File: config.mk
export PLATFORM = sky130hd
export DESIGN_NAME = xseg7_bcd_counter
export DESIGN_NICKNAME = d
export VERILOG_FILES = /design/src/rtl/xseg7_pkg.sv /design/src/rtl/xseg7_debounce.sv /design/src/rtl/xseg7_bcd_counter.sv
export SDC_FILE = /design/constraint.sdc
export NUM_CORES = 1
export LEC_CHECK = 0
export BUFFER_PORTS_ARGS = -buffer_cell sky130_fd_sc_hd__buf_4
export CAP_MARGIN = 20
export CORE_MARGIN = 2
export CORE_UTILIZATION = 35
export CTS_CLUSTER_DIAMETER = 50
export DETAILED_ROUTE_END_ITERATION = 10
export SLEW_MARGIN = 20
export SYNTH_ARGS = -nofsm -noshare
export SYNTH_HDL_FRONTEND = slang
export SYNTH_SLANG_ARGS = --single-unit
File: constraint.sdc
create_clock -name aclk -period 5 [get_ports aclk]
set_input_delay 0.5 -clock aclk [delete_from_list [all_inputs] [get_ports aclk]]
set_output_delay 0.5 -clock aclk [all_outputs]
set_load 0.02 [all_outputs]
File: src/rtl/xseg7_pkg.sv
// Shared types and constants for the two-digit BCD push-button counter.
// Latency: n/a (types, constants and pure combinational helpers only).
// Backpressure: n/a.
//
// Contents:
//   bcd_t           one BCD digit (legal values 0..9)
//   BCD_MAX         largest legal digit value
//   DB_MAX_DEFAULT  default debounce length (10 ms at 100 MHz)
//   upd_e           counter update selected after press priority resolution
//   bcd_inc/bcd_dec single-digit wrap helpers; they never produce A..F
package xseg7_pkg;

    typedef logic [3:0] bcd_t;

    localparam bcd_t BCD_MAX        = 4'd9;
    localparam int   DB_MAX_DEFAULT = 1000000;

    typedef enum logic [1:0] {
        UPD_NONE,
        UPD_CLR,
        UPD_UP,
        UPD_DOWN
    } upd_e;

    // Any value at or above 9 wraps to 0, so even a corrupted digit falls
    // back into the legal range on the next increment.
    function automatic bcd_t bcd_inc(input bcd_t d);
        return (d >= BCD_MAX) ? 4'd0 : d + 4'd1;
    endfunction

    // 0 wraps to 9; out-of-range values are pulled back to 9 as well.
    function automatic bcd_t bcd_dec(input bcd_t d);
        return (d == 4'd0 || d > BCD_MAX) ? BCD_MAX : d - 4'd1;
    endfunction

endpackage

File: src/rtl/xseg7_debounce.sv
// One push-button path: 2-FF synchroniser, debounce counter, press-edge pulse.
// Latency: raw press to press pulse = 2 + DB_MAX + 1 clock edges.
// Backpressure: none; the pulse is one cycle wide and must be consumed at once.
//
// Ports:
//   aclk     system clock, rising edge
//   areset   asynchronous active-high reset; clears every stage
//   btn      raw asynchronous button level, high = pressed
//   press    registered one-cycle pulse on each accepted press (not release)
module xseg7_debounce #(
    parameter int DB_W   = 20,
    parameter int DB_MAX = 1000000
) (
    input  logic aclk,
    input  logic areset,
    input  logic btn,
    output logic press
);

    // Value the counter holds on the edge where it would otherwise reach DB_MAX.
    localparam logic [DB_W-1:0] CNT_LAST = DB_W'(DB_MAX - 1);

    logic            sync_1;
    logic            sync_2;
    logic            stable;
    logic            stable_q;
    logic [DB_W-1:0] db_cnt;

    // Synchroniser: sync_1 may go metastable, only sync_2 is used downstream.
    always_ff @(posedge aclk or posedge areset) begin
        if (areset) begin
            sync_1 <= 1'b0;
            sync_2 <= 1'b0;
        end else begin
            sync_1 <= btn;
            sync_2 <= sync_1;
        end
    end

    // Debounce: count consecutive cycles in which the synced level differs
    // from the accepted level; any agreement restarts the count, so only an
    // uninterrupted run of DB_MAX differing cycles flips the accepted level.
    always_ff @(posedge aclk or posedge areset) begin
        if (areset) begin
            stable <= 1'b0;
            db_cnt <= '0;
        end else if (sync_2 == stable) begin
            db_cnt <= '0;
        end else if (db_cnt == CNT_LAST) begin
            stable <= sync_2;
            db_cnt <= '0;
        end else begin
            db_cnt <= db_cnt + DB_W'(1);
        end
    end

    // Rising edge of the accepted level only; releases are silent.
    always_ff @(posedge aclk or posedge areset) begin
        if (areset) begin
            stable_q <= 1'b0;
            press    <= 1'b0;
        end else begin
            stable_q <= stable;
            press    <= stable & ~stable_q;
        end
    end

endmodule

File: src/rtl/xseg7_bcd_counter.sv
// Two-digit BCD up/down/clear counter fed by three raw push-buttons.
// Latency: raw press to Y update = 2 + DB_MAX + 2 clock edges.
// Backpressure: none; every accepted press is applied the cycle after its pulse.
//
// Build option: XSEG7_SAT_EN -- when defined the count saturates at 99 / 00
// instead of wrapping, and carry/borrow stay 0.
//
// Ports:
//   aclk      system clock, rising edge
//   areset    asynchronous active-high reset
//   btn_up    raw button, press increments
//   btn_down  raw button, press decrements
//   btn_clr   raw button, press clears to 00 (wins over up/down)
//   Y1, Y0    tens / units BCD digits, registered, always 0..9
//   carry     one-cycle pulse on a 99 -> 00 wrap
//   borrow    one-cycle pulse on a 00 -> 99 wrap
module xseg7_bcd_counter
    import xseg7_pkg::*;
#(
    parameter int DB_W   = 20,
    parameter int DB_MAX = DB_MAX_DEFAULT
) (
    input  logic       aclk,
    input  logic       areset,
    input  logic       btn_up,
    input  logic       btn_down,
    input  logic       btn_clr,
    output logic [3:0] Y0,
    output logic [3:0] Y1,
    output logic       carry,
    output logic       borrow
);

    logic up_press;
    logic down_press;
    logic clr_press;

    upd_e upd;
    bcd_t y0_nxt;
    bcd_t y1_nxt;
    logic carry_nxt;
    logic borrow_nxt;

    xseg7_debounce #(.DB_W(DB_W), .DB_MAX(DB_MAX)) u_db_up (
        .aclk   (aclk),
        .areset (areset),
        .btn    (btn_up),
        .press  (up_press)
    );

    xseg7_debounce #(.DB_W(DB_W), .DB_MAX(DB_MAX)) u_db_down (
        .aclk   (aclk),
        .areset (areset),
        .btn    (btn_down),
        .press  (down_press)
    );

    xseg7_debounce #(.DB_W(DB_W), .DB_MAX(DB_MAX)) u_db_clr (
        .aclk   (aclk),
        .areset (areset),
        .btn    (btn_clr),
        .press  (clr_press)
    );

    // Clear dominates; simultaneous up and down cancel each other.
    always_comb begin
        upd = UPD_NONE;
        if (clr_press) begin
            upd = UPD_CLR;
        end else if (up_press && !down_press) begin
            upd = UPD_UP;
        end else if (down_press && !up_press) begin
            upd = UPD_DOWN;
        end
    end

    // Per-nibble BCD arithmetic; the tens digit moves only when units wrap.
    always_comb begin
        y0_nxt     = Y0;
        y1_nxt     = Y1;
        carry_nxt  = 1'b0;
        borrow_nxt = 1'b0;
        case (upd)
            UPD_CLR: begin
                y0_nxt = 4'd0;
                y1_nxt = 4'd0;
            end
            UPD_UP: begin
                if (Y0 >= BCD_MAX && Y1 >= BCD_MAX) begin
`ifdef XSEG7_SAT_EN
                    y0_nxt = BCD_MAX;
                    y1_nxt = BCD_MAX;
`else
                    y0_nxt    = 4'd0;
                    y1_nxt    = 4'd0;
                    carry_nxt = 1'b1;
`endif
                end else begin
                    y0_nxt = bcd_inc(Y0);
                    if (Y0 >= BCD_MAX) begin
                        y1_nxt = bcd_inc(Y1);
                    end
                end
            end
            UPD_DOWN: begin
                if (Y0 == 4'd0 && Y1 == 4'd0) begin
`ifdef XSEG7_SAT_EN
                    y0_nxt = 4'd0;
                    y1_nxt = 4'd0;
`else
                    y0_nxt     = BCD_MAX;
                    y1_nxt     = BCD_MAX;
                    borrow_nxt = 1'b1;
`endif
                end else begin
                    y0_nxt = bcd_dec(Y0);
                    if (Y0 == 4'd0) begin
                        y1_nxt = bcd_dec(Y1);
                    end
                end
            end
            default: begin
            end
        endcase
    end

    always_ff @(posedge aclk or posedge areset) begin
        if (areset) begin
            Y0     <= 4'd0;
            Y1     <= 4'd0;
            carry  <= 1'b0;
            borrow <= 1'b0;
        end else begin
            Y0     <= y0_nxt;
            Y1     <= y1_nxt;
            carry  <= carry_nxt;
            borrow <= borrow_nxt;
        end
    end

endmodule

==> results.txt, run 1 <==
Sequential-to-total area share from yosys stat: 51.4%
Layout area overhead: 13.6%
Largest net degree at the start of global routing: 46
Share of the synthesized area in the top cell type: 51.4%
GRT Util Overall: 12.0%
WL met2: 3250 µm
Crit start category: flip-flop
Count of final setup violators: 0
Port bufs: 14
Worst reg2reg setup slack: 3.03 ns
Die ar.: 12700 µm²
Slew Limit Fails: 0
Total Nets Final: 449
Peak supply drop: 176 µV
Drt wl/cell: 12.3 µm
H-tree depth: 3
Resized Gates After CTS: 0
Crit path buf inv count: 0
PD cells: 319 nW/µm²
Final antenna diode count: 0
Synth area leaders: dfrtp_1 (51%), xor2_1 (7.6%), nor2_1 (7.2%), xnor2_1 (4.9%), nand3_1 (3.9%)
Type of destination of the critical path: flip-flop
Worst Skew: 0.00551 ns
# clock sinks: 85
Final HPWL DP: 4810 µm
Root buffer cell: clkbuf_16
Vias in the first global route: 2830
Critical path required time: 5.18 ns
#FFs+latches synth: 85
Reg2Reg Launch Point: u_db_down.db_cnt[0]
Post-synth EDFFs: 0
Vias/cell: 4.88
First-pass GRT wire length: 12700 µm
Top sig layer: met4
Worst hold path type: primary input to async pin
Ratio of cells with drive above 1 in the final layout: 9.11%
Fin crit period: 1.97 ns
Synth Net Count: 433
Starting Density: 36.1%
Top_reg_cell synth: dfrtp_1
Initial antenna violation count: 0
Slowest-stage cell, CP: or2_1
Initial DRC Count: 145
Count of different cell masters after synthesis: 41
DR WL met3: 158 µm
Drt first pass iters: 4
Outcome: complete, no violations
Critical Path Source: u_db_down.db_cnt[0]
Final ANT Viol Nets: 0
Total grt overflow: 0
Post-route setup TNS: 0 ns
RSZ-0062 raised after global routing: no
Data arrival time of the critical path: 2.15 ns
Critical path cell sequence: ha_1 > nand3_1 > nor4_2 > or2_1 > nor2_1
Wl on met1: 3620 µm
Residual DRC: 0
Clk Latency, worst-skew pair: 0.33 ns
Fillers: 1101
# rows: 39
Period Utilization, post-route: 39.3%
Die Width: 113 µm
Crit-path max cell delay: 0.57 ns
# Post-CTS Setup Buffers: 0
Gp weighted congestion: 0.790
Hold slack: 0.265 ns
CP delay by family, top: simple AND/OR/NAND/NOR gates
Relative slew slack: 53.2%
Mapped cell area: 4140 µm²
Core ar.: 11500 µm²
I/O pin count: 15
Max Cap Viol: 0
CTS max path bufs: 2
Crit-path max FO: 19
TritonCTS clock tree: done
Die H: 113 µm
CTS Buf Count: 9
Hold_buf cts: 0
Clock-pin slew on the worst setup and hold paths: 0.06 ns
Avg Synthesized Cell Area: 9.90 µm²
Leak: 2.05 nW
Ys async rst share: 100%
Vias post-DR: 2842
Cells after synthesis: 418
Syn. warnings: 0
Least-Margin Pin Slew: 0.702 ns
F_max: 509 MHz
Critical path type: flip-flop to flip-flop
Drt total wl: 7130 µm
Final hold vios: 0
Cell taking the most area after synthesis: dfrtp_1
## power breakdown
part	total [mW]	internal (mW)	switching (mW)	leakage, nW
Sequential	0.704	0.696	0.00769	1.17
Combinational	0.0353	0.00964	0.0256	0.719
Clock	0.762	0.500	0.261	0.165
Total	1.50	1.21	0.295	2.05
## registers in the layout, summed over array words and instances (netlist names), 4 cells and up
signal,count
Y0,4
u_db_up.db_cnt,20
u_db_down.db_cnt,20
u_db_clr.db_cnt,20
Y1,4
## worst paths after layout
| check | to | cells past startpoint |
|---|---|---|
| hold reg to reg | u_db_up.sync_2 | 0 |
| max in group asynchronous | u_db_clr.db_cnt[1] | 3 |
| setup reg to reg | u_db_down.db_cnt[3] | 5 |
| setup / recovery | u_db_down.db_cnt[3] | 5 |
| hold / removal | u_db_up.db_cnt[3] | 2 |
| min in group aclk | u_db_up.sync_1 | 1 |
## final cells by class
cell class / count / area (µm²) / share of cell area [%]
multi-input cells: 309 / 1880 / 40.0
repair buffers: 15 / 113 / 2.39
well taps: 143 / 179 / 3.81
inverters: 14 / 53.8 / 1.14
clock inverters: 6 / 110 / 2.34
flip-flops and latches: 85 / 2130 / 45.2
clock buffers: 10 / 239 / 5.08
## cell families (layout without fill, tap and decap cells)
kind of cell,after synthesis,after routing,share of synthesized area [%]
adder cells (fa/ha/maj),10,10,3.02
multiplexers,3,3,0.816
flip-flops,85,85,51.4
XOR/XNOR,59,59,12.5
buffers and inverters,24,45,3.20
AND/OR/NAND/NOR,205,205,24.4
AO/OA/AOI/OAI,32,32,4.68
## layer usage
| metal | track usage, % | up-vias |
|---|---|---|
| met3 | 2.73 | 10 |
| li1 | - | 1451 |
| met5 | 0 | - |
| met1 | 16.3 | 1347 |
| met4 | 4.15 | 0 |
| met2 | 19.1 | 34 |
## stage by stage
| stage | instance area (µm²) | instances | power (mW) | setup WS, ns | utilization [%] |
|---|---|---|---|---|---|
| final | 4700 | 582 | 1.50 | 3.03 | 41.0 |
| after detailed placement | 4350 | 566 | 0.754 | 2.99 | 38.0 |
| after CTS | 4700 | 582 | 1.53 | 2.99 | 41.0 |
| after global routing | 4700 | 582 | 1.57 | 2.86 | 41.0 |
| after floorplan | 4140 | 418 | 0.746 | 2.31 | - |
| after global placement | 4350 | 566 | 0.752 | 3.09 | 38.0 |
## cells in the final DEF (no fill, tap or decap), types with 9 or more instances in the layout
master     instances
inv_1             13
clkbuf_16          9
nor3_1            11
nor2_1            79
xnor2_1           23
buf_4             15
nand3_1           32
ha_1              10
o21ai_0           12
xor2_1            36
nand4_1           11
nand2_1           27
dfrtp_1           85
and3_1            11
## synthesized netlist by cell type, types with 8 or more instances
cell type	number
a21oi_1	8
and3_1	11
dfrtp_1	85
ha_1	10
inv_1	14
nand2_1	27
nand3_1	32
nand4_1	11
nor2_1	79
nor3_1	11
o21ai_0	12
xnor2_1	23
xor2_1	36
No activity file was read; power rests on OpenSTA's default activity.
==> inputs of run 2 (changes only) <==
Clock period 5 ns to 1.8 ns, I/O delays scaled along.
==> run 2 against run 1 <==
  * Final cell count grew 2.7%
  * Largest power group is now sequential cells
  * Combinational power grew to 3.5 times the previous value
  * Clock skew is essentially flat
  * Hold slack gained 0.092 ns
  * First-iteration DRC count shrank 17%
  * Sequential share of layout area shrank 1.1 points
  * Die area is the same
  * Sequential power grew to 2.8 times the previous value
  * Via count grew 5.6%
  * Design area grew 2.4%
  * Sequential cell count is the same
==> results.txt, run 2 (same netlist as run 1, synthesis figures left out) <==
Count of final setup violators: 0 (unchanged)
Peak supply drop: 409 µV (was 176 µV)
Port bufs: 14 (unchanged)
Biggest regs: u_db_clr.db_cnt (20), u_db_down.db_cnt (20), u_db_up.db_cnt (20) (unchanged)
H-tree depth: 3 (unchanged)
Crit-path max FO: 6 (was 19)
Hold path depth: 0
Hold slack: 0.357 ns (was 0.265 ns)
RR Endpoint: Y1[3] (was u_db_down.db_cnt[3])
Placed inst area: 4490 µm² (was 4350 µm²)
Post-route cell area: 4820 µm² (was 4700 µm²)
Initial antenna violation count: 0 (unchanged)
Post-route setup TNS: 0 ns (unchanged)
Drt wl/cell: 12.3 µm (about the same)
Worst hold path type: flip-flop to flip-flop (was primary input to async pin)
Worst reg2reg setup slack: 0.15 ns (was 3.03 ns)
Total Nets Final: 466 (was 449)
Type of destination of the critical path: flip-flop (unchanged)
CTS Buf Count: 9 (unchanged)
Max Cap Viol: 0 (unchanged)
Vias in the first global route: 3001 (was 2830)
Leak: 2.13 nW (was 2.05 nW)
Vias post-DR: 3001 (was 2842)
Final antenna diode count: 0 (unchanged)
Most frequent cells in the layout: dfrtp_1 (85), nor2_1 (79), xor2_1 (36), nand3_1 (32), nand2_1 (27) (unchanged)
# rows: 39 (unchanged)
Hold wc startpoint: u_db_clr.sync_1
Commonest non-fill, non-tap cell in the layout: dfrtp_1 (unchanged)
Ratio of cells with drive above 1 in the final layout: 12.1% (was 9.11%)
Data arrival time of the critical path: 1.87 ns (was 2.15 ns)
RSZ-0062 raised after global routing: no (unchanged)
Gp weighted congestion: 0.814 (was 0.790)
F_max: 605 MHz (was 509 MHz)
Total grt overflow: 0 (unchanged)
Residual DRC: 0 (unchanged)
Vias/cell: 5.02 (was 4.88)
Die ar.: 12700 µm² (unchanged)
Die H: 113 µm (unchanged)
Reg2Reg Launch Point: Y1[0] (was u_db_down.db_cnt[0])
Slew Limit Fails: 0 (unchanged)
Die Width: 113 µm (unchanged)
CTS max path bufs: 2 (unchanged)
R2R depth: 6 (was 5)
GRT Util Overall: 12.4% (was 12.0%)
Outcome: complete, no violations (unchanged)
Clk Latency, worst-skew pair: 0.33 ns (about the same)
TritonCTS clock tree: done (unchanged)
Final HPWL DP: 4940 µm (was 4810 µm)
# clock sinks: 85 (unchanged)
Initial DRC Count: 121 (was 145)
Final hold vios: 0 (unchanged)
Hold endpoint: u_db_clr.sync_2
Layout Cells excl Fill: 598 (was 582)
First-pass GRT wire length: 13200 µm (was 12700 µm)
Period Utilization, post-route: 91.8% (was 39.3%)
Largest net degree at the start of global routing: 86 (was 46)
Relative slew slack: 70.6% (was 53.2%)
Crit start category: flip-flop (unchanged)
Layout area overhead: 16.3% (was 13.6%)
Placed Cells: 579 (was 566)
Starting Density: 36.1% (unchanged)
Drt first pass iters: 4 (unchanged)
Fin crit period: 1.65 ns (was 1.97 ns)
Core ar.: 11500 µm² (unchanged)
Worst Skew: 0.00532 ns (was 0.00551 ns)
PD cells: 771 nW/µm² (was 319 nW/µm²)
Fillers: 1070 (was 1101)
Root buffer cell: clkbuf_16 (unchanged)
I/O pin count: 15 (unchanged)
Least-Margin Pin Slew: 0.441 ns (was 0.702 ns)
Drt total wl: 7340 µm (was 7130 µm)
Critical path type: flip-flop to flip-flop (unchanged)
Clock-pin slew on the worst setup and hold paths: 0.06 ns (about the same)
Critical path required time: 2.02 ns (was 5.18 ns)
Post-layout util: 42.0% (was 41.0%)
Final ANT Viol Nets: 0 (unchanged)
run 2: cell types whose count changed in the layout (fill, tap and decap cells not counted), sizes merged:
cell / previous run / this run
buf: 15 / 28
bufinv: 3 / 0
clkinv: 2 / 5
clkinvlp: 2 / 1
dlygate4sd3: 0 / 4
run 2: cell type report:
class                      count  area [µm²]  share of cell area (%)
timing repair buffer          32         288                    5.98
tap                          143         179                    3.72
inverter                      14        56.3                    1.17
multi-input combinational    309        1910                    39.6
clock inverter                 5        28.8                   0.598
sequential                    85        2130                    44.2
clock buffer                  10         229                    4.75
run 2: power breakdown:
group          total [mW]  switching [mW]  internal (mW)  leakage, nW
clock network        1.63           0.713          0.919        0.132
registers            1.96          0.0216           1.93         1.17
logic               0.123          0.0756         0.0471        0.834
run 2: what timing repair did:
item                                   4_1_cts  5_1_grt
endpoints found under the hold margin       38        0
setup endpoints to repair                    0       28
hold buffers                                 4        0
gates resized for setup                      0        7
setup buffers                                0        0
run 2: routing by layer:
| metal | vias up | track usage [%] | wire length [µm] | share of wire [%] |
|---|---|---|---|---|
| li1 | 1482 | - | - | - |
| met1 | 1476 | 16.6 | 3560 | 49 |
| met2 | 35 | 19.9 | 3470 | 47 |
| met3 | 8 | 2.89 | 210 | 2.9 |
| met4 | 0 | 4.55 | 97 | 1.3 |
| met5 | - | 0 | 0 | 0 |
run 2: worst max path at each step:
stage | from | to | cells past startpoint
6_report | Y1[0] | Y1[3] | 6
5_1_grt | Y1[0] | Y1[3] | 7
4_1_cts | u_db_up.db_cnt[0] | u_db_up.db_cnt[8] | 6
3_5_place_dp | u_db_up.db_cnt[0] | u_db_up.db_cnt[8] | 6
3_3_place_gp | u_db_up.db_cnt[0] | u_db_up.db_cnt[9] | 6
2_1_floorplan | Y0[0] | Y1[3] | 7
run 2: critical path, stage by stage (launching register included):
cell and delay (ns):
dfrtp_1 0.44, inv_1 0.12, ha_1 0.28, o2111ai_1 0.18, a31oi_1 0.21, nand3_1 0.11, a22o_1 0.21
run 2: stage by stage:
step                setup slack, ns  total power [mW]
finish                        0.147              3.71
global route                0.00624              3.88
CTS                          0.0259              3.77
detailed placement           0.0494              2.11
global placement             0.0804              2.11
floorplan                     0.168              2.07
